<file path="src/rtl/ps2_rx_port_pkg.sv">
// Shared PS/2 receiver definitions: FSM encodings, frame constants, status word layout.
// Used by ps2_rx_port; the optional parity check is selected with PS2_PARITY_CHECK_EN.
package ps2_rx_port_pkg;

    typedef logic [1:0] ps2_state_t;

    localparam ps2_state_t ST_IDLE   = 2'd0;
    localparam ps2_state_t ST_DATA   = 2'd1;
    localparam ps2_state_t ST_PARITY = 2'd2;
    localparam ps2_state_t ST_STOP   = 2'd3;

    localparam int DATA_BITS  = 8;
    localparam int DOUT_VALID = 15;
    localparam int DOUT_OVF   = 14;
    localparam int DOUT_FERR  = 13;

    // Odd parity: data bits plus parity bit must contain an odd number of ones.
    function automatic logic odd_parity_ok(input logic [DATA_BITS-1:0] d, input logic p);
        return ^{d, p};
    endfunction

endpackage

</file>
<file path="src/rtl/ps2_rx_port_byte_fifo.sv">
// Generic synchronous FIFO with push/pop/full/empty and a zero-latency head output.
// Protocol-agnostic so it can be reused behind other serial receivers.
module byte_fifo #(
    parameter int DEPTH_LOG2 = 2,
    parameter int WIDTH      = 8
) (
    input  logic             clk_i,
    input  logic             rst_ni,
    input  logic             push_i,
    input  logic [WIDTH-1:0] push_data_i,
    input  logic             pop_i,
    output logic             full_o,
    output logic             empty_o,
    output logic [WIDTH-1:0] head_o
);

    localparam int DEPTH = 1 << DEPTH_LOG2;

    logic [WIDTH-1:0]      mem [DEPTH];
    logic [DEPTH_LOG2-1:0] wr_ptr_q, wr_ptr_d;
    logic [DEPTH_LOG2-1:0] rd_ptr_q, rd_ptr_d;
    logic [DEPTH_LOG2:0]   count_q, count_d;
    logic                  do_push, do_pop;

    assign empty_o = (count_q == '0);
    assign full_o  = (count_q == (DEPTH_LOG2+1)'(DEPTH));
    assign head_o  = empty_o ? '0 : mem[rd_ptr_q];

    // A pop frees the slot being written, so push-while-full succeeds when popping too.
    assign do_pop  = pop_i & ~empty_o;
    assign do_push = push_i & (~full_o | do_pop);

    always_comb begin
        wr_ptr_d = wr_ptr_q;
        rd_ptr_d = rd_ptr_q;
        count_d  = count_q;
        if (do_push) wr_ptr_d = wr_ptr_q + 1'b1;
        if (do_pop)  rd_ptr_d = rd_ptr_q + 1'b1;
        case ({do_push, do_pop})
            2'b10:   count_d = count_q + 1'b1;
            2'b01:   count_d = count_q - 1'b1;
            default: count_d = count_q;
        endcase
    end

    always_ff @(posedge clk_i or negedge rst_ni) begin
        if (!rst_ni) begin
            wr_ptr_q <= '0;
            rd_ptr_q <= '0;
            count_q  <= '0;
        end else begin
            wr_ptr_q <= wr_ptr_d;
            rd_ptr_q <= rd_ptr_d;
            count_q  <= count_d;
        end
    end

    always_ff @(posedge clk_i) begin
        if (do_push) mem[wr_ptr_q] <= push_data_i;
    end

endmodule

</file>
<file path="src/rtl/ps2_rx_port.sv">
// Memory-mapped PS/2 keyboard receiver: synchronizes and filters the pins, deframes bytes into a FIFO.
// Define PS2_PARITY_CHECK_EN to reject frames with bad odd parity; otherwise the parity bit is ignored.
module ps2_rx_port
    import ps2_rx_port_pkg::*;
#(
    parameter int FIFO_DEPTH_LOG2 = 2,
    parameter int FILTER_LEN      = 8,
    parameter int TIMEOUT_CYCLES  = 50000
) (
    input  logic        CLK_50MHZ,
    input  logic        reset,
    input  logic        ps2_clk,
    input  logic        ps2_data,
    input  logic        rd_en,
    output logic [15:0] data_out,
    output logic        data_valid,
    output logic        overflow,
    output logic        frame_err
);

    localparam int TMO_W = $clog2(TIMEOUT_CYCLES);
    localparam logic [TMO_W-1:0] TMO_LAST = TMO_W'(TIMEOUT_CYCLES - 1);

    logic [1:0]            clk_sync_q, data_sync_q;
    logic [FILTER_LEN-1:0] filt_q;
    logic                  filt_clk_q, filt_clk_d;
    logic                  fall, ps2_bit;

    ps2_state_t            state_q, state_d;
    logic [2:0]            bit_cnt_q, bit_cnt_d;
    logic [DATA_BITS-1:0]  shreg_q, shreg_d;
    logic                  parity_q, parity_d;
    logic [TMO_W-1:0]      tmo_q, tmo_d;
    logic                  overflow_q, overflow_d;
    logic                  frame_err_q, frame_err_d;
    logic                  push, ferr_set, ovf_set, frame_ok;
    logic                  fifo_full, fifo_empty;
    logic [7:0]            head_byte;

    assign ps2_bit = data_sync_q[1];

    // The filtered clock only moves once FILTER_LEN identical samples agree; otherwise it holds.
    always_comb begin
        filt_clk_d = filt_clk_q;
        if (filt_q == '0)      filt_clk_d = 1'b0;
        else if (filt_q == '1) filt_clk_d = 1'b1;
    end

    assign fall = filt_clk_q & ~filt_clk_d;

    always_ff @(posedge CLK_50MHZ or negedge reset) begin
        if (!reset) begin
            clk_sync_q  <= '1;
            data_sync_q <= '1;
            filt_q      <= '1;
            filt_clk_q  <= 1'b1;
        end else begin
            clk_sync_q  <= {clk_sync_q[0], ps2_clk};
            data_sync_q <= {data_sync_q[0], ps2_data};
            filt_q      <= {filt_q[FILTER_LEN-2:0], clk_sync_q[1]};
            filt_clk_q  <= filt_clk_d;
        end
    end

`ifdef PS2_PARITY_CHECK_EN
    assign frame_ok = ps2_bit & odd_parity_ok(shreg_q, parity_q);
`else
    assign frame_ok = ps2_bit;
`endif

    always_comb begin
        state_d   = state_q;
        bit_cnt_d = bit_cnt_q;
        shreg_d   = shreg_q;
        parity_d  = parity_q;
        push      = 1'b0;
        ferr_set  = 1'b0;
        if (fall) begin
            case (state_q)
                ST_IDLE: begin
                    if (!ps2_bit) begin
                        state_d   = ST_DATA;
                        bit_cnt_d = '0;
                    end
                end
                ST_DATA: begin
                    shreg_d   = {ps2_bit, shreg_q[DATA_BITS-1:1]};
                    bit_cnt_d = bit_cnt_q + 1'b1;
                    if (bit_cnt_q == 3'd7) state_d = ST_PARITY;
                end
                ST_PARITY: begin
                    parity_d = ps2_bit;
                    state_d  = ST_STOP;
                end
                default: begin
                    push     = frame_ok;
                    ferr_set = ~frame_ok;
                    state_d  = ST_IDLE;
                end
            endcase
        end else if (state_q != ST_IDLE && tmo_q == TMO_LAST) begin
            state_d  = ST_IDLE;
            ferr_set = 1'b1;
        end
        tmo_d = (fall || state_q == ST_IDLE) ? '0 : tmo_q + 1'b1;
    end

    // Error sets win over the read-side clear in the same cycle.
    assign ovf_set     = push & fifo_full & ~rd_en;
    assign overflow_d  = ovf_set | (overflow_q & ~rd_en);
    assign frame_err_d = ferr_set | (frame_err_q & ~rd_en);

    always_ff @(posedge CLK_50MHZ or negedge reset) begin
        if (!reset) begin
            state_q     <= ST_IDLE;
            bit_cnt_q   <= '0;
            shreg_q     <= '0;
            parity_q    <= 1'b0;
            tmo_q       <= '0;
            overflow_q  <= 1'b0;
            frame_err_q <= 1'b0;
        end else begin
            state_q     <= state_d;
            bit_cnt_q   <= bit_cnt_d;
            shreg_q     <= shreg_d;
            parity_q    <= parity_d;
            tmo_q       <= tmo_d;
            overflow_q  <= overflow_d;
            frame_err_q <= frame_err_d;
        end
    end

    byte_fifo #(
        .DEPTH_LOG2 (FIFO_DEPTH_LOG2),
        .WIDTH      (8)
    ) u_fifo (
        .clk_i       (CLK_50MHZ),
        .rst_ni      (reset),
        .push_i      (push),
        .push_data_i (shreg_q),
        .pop_i       (rd_en),
        .full_o      (fifo_full),
        .empty_o     (fifo_empty),
        .head_o      (head_byte)
    );

    assign data_valid = ~fifo_empty;
    assign overflow   = overflow_q;
    assign frame_err  = frame_err_q;

    always_comb begin
        data_out             = '0;
        data_out[DOUT_VALID] = data_valid;
        data_out[DOUT_OVF]   = overflow_q;
        data_out[DOUT_FERR]  = frame_err_q;
        data_out[7:0]        = head_byte;
    end

endmodule

</file>
<file path="config.mk">
export PLATFORM = sky130hd
export DESIGN_NAME = ps2_rx_port
export DESIGN_NICKNAME = d
export VERILOG_FILES = /design/src/rtl/ps2_rx_port_pkg.sv /design/src/rtl/ps2_rx_port_byte_fifo.sv /design/src/rtl/ps2_rx_port.sv
export SDC_FILE = /design/constraint.sdc
export NUM_CORES = 1
export LEC_CHECK = 0
export ABC_AREA = 1
export CAP_MARGIN = 20
export CORE_ASPECT_RATIO = 1.2
export CORE_MARGIN = 2
export CORE_UTILIZATION = 32
export DETAILED_ROUTE_END_ITERATION = 12
export RECOVER_POWER = 100
export SETUP_SLACK_MARGIN = 0.02
export SLEW_MARGIN = 25
export SYNTH_ARGS = -nofsm -noshare
export SYNTH_HDL_FRONTEND = slang
export SYNTH_SLANG_ARGS = --single-unit
</file>
<file path="constraint.sdc">
create_clock -name CLK_50MHZ -period 3.1 [get_ports CLK_50MHZ]
set_input_delay 0.62 -clock CLK_50MHZ [delete_from_list [all_inputs] [get_ports CLK_50MHZ]]
set_output_delay 0.62 -clock CLK_50MHZ [all_outputs]
set_load 0.02 [all_outputs]
</file>
==> flow_metrics.py, run 1 <==
metrics = {
    "final_layout": {
        "num_antenna_cells": 0,
        "final_cell_mix": "78 x nor2_1, 70 x nand2_1, 38 x inv_1, 38 x dfrtp_1, 32 x edfxtp_1",
        "final_nets": 423,
        "syn_to_final_growth_pct": 15.0,
        "drive_gt1_share_pct": 6.10,
        "fin_cells": 567,
        "final_common_cell": "nor2_1",
    },
    "critical_path": {
        "cp.required_ps": 2480,
        "cp.depth": 4,
        "critPathArrivalTime_ps": 2300,
        "r2r_start": "filt_q[6]$_DFF_PN1_",
        "cp_slowest_cell": "dfrtp_1",
        "slowest_delay_ps": 750,
        "cp_top_family": "buffers and inverters",
        "start_kind": "flop",
        "crit_buf_inv": 2,
        "worst-setup-path-type": "flop to output pin",
        "worst_r2r_path_depth": 10,
        "end_kind": "output pin",
        "startpoint": "u_fifo.rd_ptr_q[0]$_DFFE_PN0P_",
        "crit_chain": "inv_2 -> o21ai_0 -> a21oi_1 -> dlygate4sd3_1",
        "crit_fanout": 19,
    },
    "sta": {
        "timing.final.crit_share_pct": 94.1,
        "final-setup-viol-count": 0,
        "max_slew.worst_pin.slew_ps": 1390,
        "period_needed_ps": 2920,
        "fin_skew_ps": 9.76,
        "rsz0062_at_grt": "false",
        "hold_violations": 0,
        "finalSetupTns_ps": 0,
        "max_freq_ghz": 0.343,
        "slew_viol_final": 0,
        "slew_headroom_pct": 7.23,
    },
    "power_and_ir_drop": {
        "finalPower_w": 0.00290,
        "ir_drop_mv": 0.290,
        "p_leak_nw": 1.70,
        "power_density_nw_per_um2": 673,
    },
    "cts": {
        "cts_buffers": 9,
        "clk_pin_slew_ps": 60,
        "htree_levels": 3,
        "clk_latency_ps": 330,
        "clock_path_buffers": 2,
        "holdBufCountCts": 0,
        "cts_root_buf": "clkbuf_16",
        "clkSinkCount": 83,
        "cts_tree": "yes",
        "postCtsSetupRepairBufs": 0,
    },
    "floorplan": {
        "die_x_um": 103,
        "initial_core_util_pct": 32.5,
        "die_area_um2": 12600,
        "core-area_um2": 11500,
        "pin_count": 24,
        "die_h_um": 123,
        "num_rows": 43,
    },
    "synth": {
        "synth_cell_types": 32,
        "avgSynthCellArea_um2": 9.78,
        "yosys_warnings": 0,
        "synth_area_um2": 3750,
        "synth_area_leaders": "edfxtp_1 26%, dfrtp_1 25%, dfstp_2 9.1%",
        "yosysSeqAreaShare_pct": 60.2,
        "syn_inst": 383,
        "synth-seq-cells": 83,
        "synth_edf_count": 32,
        "synth_async_sr_flop_share_pct": 61.4,
        "synth_area_leader_cell": "edfxtp_1",
        "synth_flop_cell": "dfrtp_1",
        "netlist.area_leader.share_pct": 25.7,
    },
    "global_routing": {
        "grt_max_degree": 27,
        "grt_overflow": 0,
        "track_usage_pct": 11.4,
        "grt_pass1_wl_um": 11300,
        "antenna_found_initial": 0,
        "grt_pass1_vias": 2522,
    },
    "place": {
        "hpwlAfterDp_um": 4530,
        "gp_congestion": 0.821,
        "io_buffers": 18,
        "dp_cells": 551,
    },
    "status": {
        "status": "finished clean",
    },
    "detailed_routing": {
        "dr.pass1.iters": 5,
        "vias": 2450,
        "postRouteAntennaNets": 0,
        "drcViolationCount": 0,
        "vias_per_cell": 4.32,
        "post_drt_wl_per_cell_um": 11.0,
        "routed_wl_um": 6240,
        "drt_iter0_drc": 108,
    },
    "min_path": {
        "whs_path_depth": 0,
        "min-delay-start": "clk_sync_q[0]$_DFF_PN1_",
        "hold_path_class": "flop to flop",
    },
    "flow_run": {
        "max-cap-violations": 0,
    },
}
layer usage:
metal	GRT usage (%)	vias up	share of wire, %
met1	13.6	1138	46
met4	4.19	0	1.0
met2	19.3	39	49
met5	0	-	0
met3	3.53	7	4.1
li1	-	1266	-
what timing repair did:
| action | CTS | global route |
|---|---|---|
| hold endpoints to repair | 0 | 0 |
| resized for setup | 0 | 1 |
| endpoints found under the setup margin | 0 | 1 |
sequential cells by signal (all words and copies together), names as in the netlist:
signal	flops
overflow	1
u_fifo.mem	32
frame_err	1
bit_cnt_q	3
shreg_q	8
filt_q	8
data_sync_q	2
u_fifo.count_q	3
clk_sync_q	2
filt_clk_q	1
state_q	2
u_fifo.rd_ptr_q	2
u_fifo.wr_ptr_q	2
tmo_q	16
through the flow:
stage	utilization, %	cell area [µm²]	setup slack (ps)	hold WS (ps)
finish	37.4	4310	183	358
global route	37.4	4310	24.7	365
CTS	37.8	4350	227	302
detailed placement	35.2	4060	493	347
global placement	35.2	4060	519	346
floorplan	-	3760	1050	324
cell usage after synthesis, types with 6 or more instances:
master,instances
dfstp_2,13
nand3_1,15
buf_4,9
o21ai_0,26
ha_1,12
dfrtp_1,38
a21oi_1,12
edfxtp_1,32
nand2_1,68
nor3_1,6
inv_1,36
nand4_1,6
nor2_1,75
xor2_1,7
final timing paths:
check,end,slack (ps)
max,data_out[1],180
min,clk_sync_q[1]$_DFF_PN1_,360
max reg2reg,u_fifo.count_q[1]$_DFFE_PN0P_,850
min reg2reg,clk_sync_q[1]$_DFF_PN1_,360
max in group asynchronous,state_q[1]$_DFFE_PN0P_,1210
min in group asynchronous,tmo_q[6]$_DFF_PN0_,610
where the power goes:
| part | switching, W | internal [W] | total, W |
|---|---|---|---|
| clock network | 0.000401 | 0.000613 | 0.00101 |
| logic | 0.000353 | 0.000265 | 0.000619 |
| registers | 0.0000832 | 0.00118 | 0.00127 |
final cells by class:
class / count / area [µm²]
well taps: 157 / 196
repair buffers: 21 / 186
multi-input cells: 250 / 1230
clock inverters: 3 / 21.3
fillers: 1168 / 7200
clock buffers: 13 / 272
flip-flops and latches: 83 / 2250
inverters: 40 / 154
cell families after synthesis:
group	synth area share, %
AND/OR/NAND/NOR	20.7
AO/OA/AOI/OAI	5.54
XOR/XNOR	2.34
other	0.100
adder cells (fa/ha/maj)	4.54
flip-flops	60.2
buffers and inverters	6.61
(Power assumes the default switching activity.)
==> run 2: changes to the inputs <==
Settings changed: ABC_AREA 1 to unset.
Clock period 3.1 ns to 2.8 ns, I/O delays scaled along.
==> flow_metrics.py, run 2 <==
metrics = {
    "status": {
        "status": "finished clean",
    },
    "final_layout": {
        "drive_gt1_share_pct": 15.3,
        "nFillCells": 1037,
        "register_area_um2": 2250,
        "syn_to_final_growth_pct": 15.5,
        "largest-register": "u_fifo.mem",
        "largest_reg_flops": 32,
        "final_nets": 308,
        "final_common_cell": "dfrtp_1",
        "final_cell_mix": "38 x dfrtp_1, 32 x edfxtp_1, 18 x inv_1, 18 x nor2_1, 14 x xnor2_1",
        "fin_cells": 449,
        "multi_input_area_um2": 1220,
        "top_regs": "u_fifo.mem (32), tmo_q (16)",
        "num_antenna_cells": 0,
    },
    "global_routing": {
        "track_usage_pct": 10.6,
        "grt_max_degree": 52,
        "grt_pass1_vias": 1981,
        "grt_pass1_wl_um": 9850,
        "antenna_found_initial": 0,
        "grt_overflow": 0,
    },
    "synth": {
        "synth_area_um2": 3650,
        "avgSynthCellArea_um2": 13.8,
        "yosysSeqAreaShare_pct": 61.8,
        "synth-seq-cells": 83,
        "syn_inst": 265,
        "synth_flop_cell": "dfrtp_1",
        "synth_cell_types": 46,
        "synth.cells.most_frequent": "38 x dfrtp_1, 32 x edfxtp_1, 18 x inv_1, 18 x nor2_1, 14 x xnor2_1",
        "yosys_warnings": 0,
        "yosysMostFrequentCell": "dfrtp_1",
        "synth_area_leader_cell": "edfxtp_1",
        "synth_area_leaders": "edfxtp_1 26%, dfrtp_1 26%, dfstp_2 9.4%",
        "netlist.area_leader.share_pct": 26.3,
        "synth_async_sr_flop_share_pct": 61.4,
        "synth_edf_count": 32,
    },
    "cts": {
        "clock_path_buffers": 2,
        "cts_root_buf": "clkbuf_16",
        "cts_buffers": 9,
        "clk_pin_slew_ps": 60,
        "cts_resized": 0,
        "cts_tree": "yes",
        "clk_latency_ps": 330,
        "holdBufCountCts": 0,
        "htree_levels": 3,
        "postCtsSetupRepairBufs": 0,
        "clkSinkCount": 83,
    },
    "sta": {
        "timing.final.crit_share_pct": 94.6,
        "final-setup-viol-count": 0,
        "max_freq_ghz": 0.378,
        "finalSetupTns_ps": 0,
        "hold_ws_ps": 351,
        "period_needed_ps": 2650,
        "hold_violations": 0,
        "fin_skew_ps": 4.54,
        "rsz0062_at_grt": "false",
        "slew_headroom_pct": 16.9,
        "worst_slack_ps": 152,
        "max_slew.worst_pin.slew_ps": 1250,
        "slew_viol_final": 0,
    },
    "critical_path": {
        "cp.depth": 4,
        "crit_buf_inv": 2,
        "end_kind": "output pin",
        "crit_fanout": 10,
        "worst_r2r_path_depth": 5,
        "critPathArrivalTime_ps": 2090,
        "cp.required_ps": 2240,
        "slowest_delay_ps": 530,
        "start_kind": "flop",
        "cp_top_family": "buffers and inverters",
        "cp_slowest_cell": "clkdlybuf4s50_1",
        "worst-setup-path-type": "flop to output pin",
        "crit_chain": "buf_4 -> mux4_2 -> and2_0 -> clkdlybuf4s50_1",
        "rrSetupSlack_ps": 170,
    },
    "floorplan": {
        "initial_core_util_pct": 32.9,
        "core-area_um2": 11100,
        "die_x_um": 101,
        "die_area_um2": 12300,
        "pin_count": 24,
        "die_h_um": 121,
        "num_rows": 42,
    },
    "power_and_ir_drop": {
        "finalPower_w": 0.00240,
        "ir_drop_mv": 0.269,
        "power_density_nw_per_um2": 569,
        "p_leak_nw": 1.59,
    },
    "min_path": {
        "hold_path_class": "flop to flop",
        "whs_path_depth": 0,
    },
    "detailed_routing": {
        "drcViolationCount": 0,
        "postRouteAntennaNets": 0,
        "vias_per_cell": 4.59,
        "dr.pass1.iters": 4,
        "vias": 2060,
        "post_drt_wl_per_cell_um": 12.8,
        "routed_wl_um": 5770,
        "drt_iter0_drc": 53,
    },
    "place": {
        "hpwlAfterDp_um": 3920,
        "io_buffers": 18,
        "gp_congestion": 0.764,
        "dp_cells": 433,
        "place_ws_ps": 222,
    },
    "flow_run": {
        "max-cap-violations": 0,
    },
}
## run 2: changes by cell type in the layout (fill, tap and decap cells not counted), sizes merged, moves of 9 or more
cell / delta
a21oi: -11
and2: +14
inv: -18
mux2: +9
nand2: -59
nand3: -9
nor2: -61
o21ai: -23
xnor2: +11
## run 2: kinds of logic (layout without fill, tap and decap cells)
family | count (synthesis) | after routing | share of synthesized area [%]
adder cells (fa/ha/maj) | 13 | 13 | 4.67
flip-flops | 83 | 83 | 61.8
multiplexers | 19 | 19 | 8.37
AO/OA/AOI/OAI | 17 | 17 | 3.40
buffers and inverters | 32 | 58 | 4.39
XOR/XNOR | 19 | 19 | 4.56
AND/OR/NAND/NOR | 81 | 81 | 12.7
other | 1 | 5 | 0.103
## run 2: final timing paths
path	startpoint	endpoint
max	u_fifo.rd_ptr_q[0]$_DFFE_PN0P_	data_out[2]
min	data_sync_q[0]$_DFF_PN1_	data_sync_q[1]$_DFF_PN1_
max reg2reg	filt_q[4]$_DFF_PN1_	u_fifo.mem[1][6]$_DFFE_PP_
min reg2reg	data_sync_q[0]$_DFF_PN1_	data_sync_q[1]$_DFF_PN1_
max in group asynchronous	reset	u_fifo.rd_ptr_q[1]$_DFFE_PN0P_
min in group asynchronous	reset	tmo_q[9]$_DFF_PN0_
## run 2: layout make-up
type	count	share of cell area [%]
Sequential cell	83	53.5
Multi-Input combinational cell	154	29.0
Clock buffer	9	5.35
Timing Repair Buffer	24	4.81
Tap cell	154	4.57
Inverter	18	1.60
Clock inverter	7	1.22
## run 2: stage by stage
step	cell area, µm²	utilization (%)
after floorplan	3660	-
after global placement	3980	35.9
after detailed placement	3980	35.9
after CTS	4260	38.4
after global routing	4210	38.0
final	4210	38.0
## run 2: layer usage
| layer | wire, µm | vias to the layer above | global-route usage, % |
|---|---|---|---|
| li1 | - | 993 | - |
| met1 | 2560 | 1029 | 13.2 |
| met2 | 2960 | 27 | 16.9 |
| met3 | 140 | 11 | 2.59 |
| met4 | 110 | 0 | 5.32 |
| met5 | 0 | - | 0 |
## run 2: report_power, final
group	switching, W	total, W	internal (W)
sequential	0.00000749	0.00128	0.00127
clock	0.000478	0.00108	0.000606
combinational	0.0000271	0.0000346	0.00000751
==> RTL edit 1 (config.mk and constraints of run 2) <==
Build with the macro `PS2_PARITY_CHECK_EN` defined.
--- a/src/rtl/ps2_rx_port.sv
+++ b/src/rtl/ps2_rx_port.sv
@@ -1,5 +1,7 @@
 // Memory-mapped PS/2 keyboard receiver: synchronizes and filters the pins, deframes bytes into a FIFO.
 // Define PS2_PARITY_CHECK_EN to reject frames with bad odd parity; otherwise the parity bit is ignored.
+`define PS2_PARITY_CHECK_EN
+
 module ps2_rx_port
     import ps2_rx_port_pkg::*;
 #(
Check against the original RTL: no difference found for any inputs over 10 cycles, from zero or initial values and one cycle with reset low; that may be too few to reach the edited logic, so the function may still have changed.
==> RTL edit 1 against run 2 <==
Largest cell class unchanged. Critical endpoint is now data_out[5]. Clock skew grew 0.0077 ns. Critical path type unchanged. Sequential cell count is 1 higher. Global-route usage is 0.20 points higher. Wire length increased by 1.6%. Area after synthesis increased by 0.51%. Setup slack lost 0.015 ns. Die area grew 0.50%. Highest routed layer unchanged. Final area rose by 1.5%.
Power is not compared: it rests on default switching activity, and its combinational part moved more than twofold at a synthesized area within 25%.
==> RTL edit 1: results (changes against run 2) <==
critical_path:
  r2r-start: "shreg_q[4]"
  critical_path.max_fanout: 10  # unchanged
  crit_start: "u_fifo.rd_ptr_q[0]"
logic_synthesis:
  synth.top_cells.by_count: "39 x dfrtp_1, 32 x edfxtp_1, 19 x nor2_1"
  synth_compound_area_share_pct: 2.594  # -0.80 points
  async_flop_share_pct: 61.90  # +0.46 points
  synth_xor_area_share_pct: 6.587  # +2.0 points
  ys_seq_area_share_pct: 62.15  # +0.37 points
  synth_edf_count: 32  # unchanged
  synth.area.mux_share_pct: 8.055  # -0.32 points
  ys.flop_type: "dfrtp_1"
  synthTopCellsByArea: "dfrtp_1 27%, edfxtp_1 26%, dfstp_2 9.3%"
  ys_types: 44  # -4.3%
  synth_adder_area_share_pct: 4.642  # -0.024 points
  ys_warn_count: 0  # unchanged
grt:
  antenna_found_initial: 0  # unchanged
  grt_pass1_wl_um: 10160  # +3.1%
  grt_max_degree: 21  # -60%
  met2_usage_pct: 17.60  # +0.67 points
  grtUsageMet1_pct: 13.51  # +0.28 points
  grt_pass1_vias: 2102  # +6.1%
  grtUsageMet3_pct: 3.687  # +1.1 points
  track_usage_pct: 10.78  # +0.20 points
finish:
  layout-drive-gt1-share_pct: 15.70  # +0.45 points
  fin_nets: 306  # -0.65%
  reg_top3: "u_fifo.mem (32), tmo_q (16)"
clock_network:
  cts_buffers: 9  # unchanged
  clkTransAtPathRegs_ns: 0.06  # about the same
  cts_hold_buf: 0  # unchanged
  clk_latency_ns: 0.34
placement:
  hpwl_um: 4038  # +3.1%
  gp_congestion: 0.7445  # -2.6%
power_and_ir_drop:
  p_leak_uw: 0.001689
run_status:
  status: "completed"
drt:
  drt_iter0_markers: 74  # +40%
  vias_per_cell: 4.472  # -2.5%
  wl_per_cell_um: 13.11  # +2.0%
  wl_met3_um: 223  # +59%
  wl_met2_um: 2898  # -2.2%
  wl_met1_um: 2667  # +4.4%
timing:
  maxSlewHeadroom_pct: 31.75  # +15 points
  skew_ns: 0.01226  # +0.007726 ns
[RTL edit 1: changes by cell type after synthesis, sizes merged, moves of 3 or more]
cell          run 2  this run
xor2              5        13
inv              18        14
nor3              6         2
nand3             6         9
[RTL edit 1: final timing paths]
check,endpoint,slack (ns),cells past startpoint
setup / recovery,data_out[5],0.14,4
hold / removal,data_sync_q[1],0.35,0
setup reg to reg,u_fifo.count_q[2],0.20,12
hold reg to reg,data_sync_q[1],0.35,0
max in group asynchronous,tmo_q[3],0.96,2
min in group asynchronous,tmo_q[4],0.38,1
[RTL edit 1: through the flow]
step | setup slack [ns] | hold slack [ns] | std cells | instance area [um2]
after floorplan | 0.2788 | 0.2644 | 267 | 3681
after global placement | 0.1772 | 0.3463 | 431 | 4009
after detailed placement | 0.1139 | 0.3469 | 431 | 4009
after CTS | 0.09793 | 0.1684 | 447 | 4287
after global routing | 0.01542 | 0.3585 | 447 | 4274
final | 0.1369 | 0.3514 | 447 | 4274
[RTL edit 1: cells by family after synthesis]
family	count (synthesis)
flops	84
simple gates	79
buf+inv	28
xor+xnor	26
mux	18
compound gates	14
fa+ha+maj	13
other cells	1
[RTL edit 1: layout make-up]
cell class,instances,area [um2]
sequential,84,2278
clock inverter,6,48.80
timing repair buffer,24,207.7
fill,1042,6814
clock buffer,10,229.0
multi-input combinational,155,1265
inverter,14,52.55
tap,154,192.7
[RTL edit 1: worst max-delay path: stages (launching register included)]
cell and delay, ns:
dfrtp_1 0.32, buf_4 0.22, mux4_2 0.52, and2_1 0.17
clkdlybuf4s50_1 0.53
[RTL edit 1: power by group]
part | internal, uW | switching (uW)
registers | 1330 | 61.9
logic | 175 | 190
clock network | 608 | 480
total | 2110 | 732
==> RTL edit 2 (config.mk and constraints of run 2) <==
Made on the original files. Make the reset (`reset` and `rst_ni`) synchronous in 3 clocked blocks.
--- a/src/rtl/ps2_rx_port_byte_fifo.sv
+++ b/src/rtl/ps2_rx_port_byte_fifo.sv
@@ -43,7 +43,7 @@
         endcase
     end
 
-    always_ff @(posedge clk_i or negedge rst_ni) begin
+    always_ff @(posedge clk_i) begin
         if (!rst_ni) begin
             wr_ptr_q <= '0;
             rd_ptr_q <= '0;
--- a/src/rtl/ps2_rx_port.sv
+++ b/src/rtl/ps2_rx_port.sv
@@ -48,7 +48,7 @@
 
     assign fall = filt_clk_q & ~filt_clk_d;
 
-    always_ff @(posedge CLK_50MHZ or negedge reset) begin
+    always_ff @(posedge CLK_50MHZ) begin
         if (!reset) begin
             clk_sync_q  <= '1;
             data_sync_q <= '1;
@@ -110,7 +110,7 @@
     assign overflow_d  = ovf_set | (overflow_q & ~rd_en);
     assign frame_err_d = ferr_set | (frame_err_q & ~rd_en);
 
-    always_ff @(posedge CLK_50MHZ or negedge reset) begin
+    always_ff @(posedge CLK_50MHZ) begin
         if (!reset) begin
             state_q     <= ST_IDLE;
             bit_cnt_q   <= '0;
Check against the original RTL: no difference found for any inputs over 10 cycles, from zero or initial values and one cycle with reset low; that may be too few to reach the edited logic, so the function may still have changed.
==> RTL edit 2 against run 2 <==
Sequential power about the same. Combinational power shrank 11%. Wire length is 2.5% higher. Area after synthesis fell by 0.27%. Total power increased by 2.5%. Setup slack got worse by 0.049 ns. Final area is 0.12% lower. Count of clock-buffer cells in the layout unchanged. Sequential cell count grew 2. Largest cell class unchanged. Highest routed layer unchanged.
==> RTL edit 2: results (changes against run 2) <==
run_status:
  status: "completed"
grt:
  grt_pass1_vias: 2244  # +13%
  grt_max_degree: 22  # -58%
  track_usage_pct: 10.85  # +0.28 points
  grt_pass1_wl_um: 10510  # +6.6%
  grtUsageMet1_pct: 12.91  # -0.32 points
critical_path:
  slowest_delay_ns: 0.64  # +0.11 ns
  r2r-start: "u_fifo.count_q[0]"
drt:
  vias: 2259  # +9.7%
  wl_met3_um: 162  # +16%
  routed_wl_um: 5915  # +2.5%
  wl_met2_um: 2996  # +1.1%
logic_synthesis:
  ys.flop_type: "dfxtp_1"
  ys_types: 48  # +4.3%
  synth.area.mux_share_pct: 4.954  # -3.4 points
  synth.top_cells.by_count: "53 x dfxtp_1, 32 x edfxtp_1, 26 x nand2_1"
  synth_adder_area_share_pct: 5.022  # +0.36 points
  synth_xor_area_share_pct: 3.612  # -0.95 points
  synthTopCellsByArea: "dfxtp_1 29%, edfxtp_1 26%, mux4_2 5.0%"
placement:
  hpwl_um: 4292  # +9.6%
  gp_congestion: 0.7919  # +3.6%
  pre_cts_ws_ns: -0.1361  # -0.3582 ns
power_and_ir_drop:
  ir_worst_vdd_mv: 0.2972  # +11%
  p_leak_uw: 0.001449  # -8.9%
timing:
  fin_ws_ns: 0.1030  # -0.04940 ns
  maxSlewHeadroom_pct: 53.09  # +36 points
  skew_ns: 0.01048  # +0.005944 ns
finish:
  fillers: 1068  # +3.0%
[RTL edit 2: cell type report]
class | count | area share, %
Timing Repair Buffer | 26 | 5.531
Sequential cell | 85 | 48.05
Multi-Input combinational cell | 202 | 34.26
Clock buffer | 9 | 5.352
Clock inverter | 7 | 1.814
Tap cell | 132 | 3.925
Inverter | 12 | 1.070
[RTL edit 2: worst min-delay path by stage]
stage / from / endpoint / slack [ns] / cells past startpoint
finish: clk_sync_q[1] / filt_q[0] / 0.41 / 1
global route: clk_sync_q[1] / filt_q[0] / 0.43 / 1
CTS: clk_sync_q[1] / filt_q[0] / 0.41 / 1
detailed placement: clk_sync_q[1] / filt_q[0] / 0.40 / 1
global placement: clk_sync_q[1] / filt_q[0] / 0.39 / 1
floorplan: clk_sync_q[0] / clk_sync_q[1] / 0.39 / 1
[RTL edit 2: stage by stage]
step                util (%)  area [um2]  cells
global placement       35.61        3930    457
CTS                    38.34        4232    473
detailed placement     35.61        3930    457
global route           38.13        4208    473
floorplan                  -        3652    319
finish                 38.13        4208    473
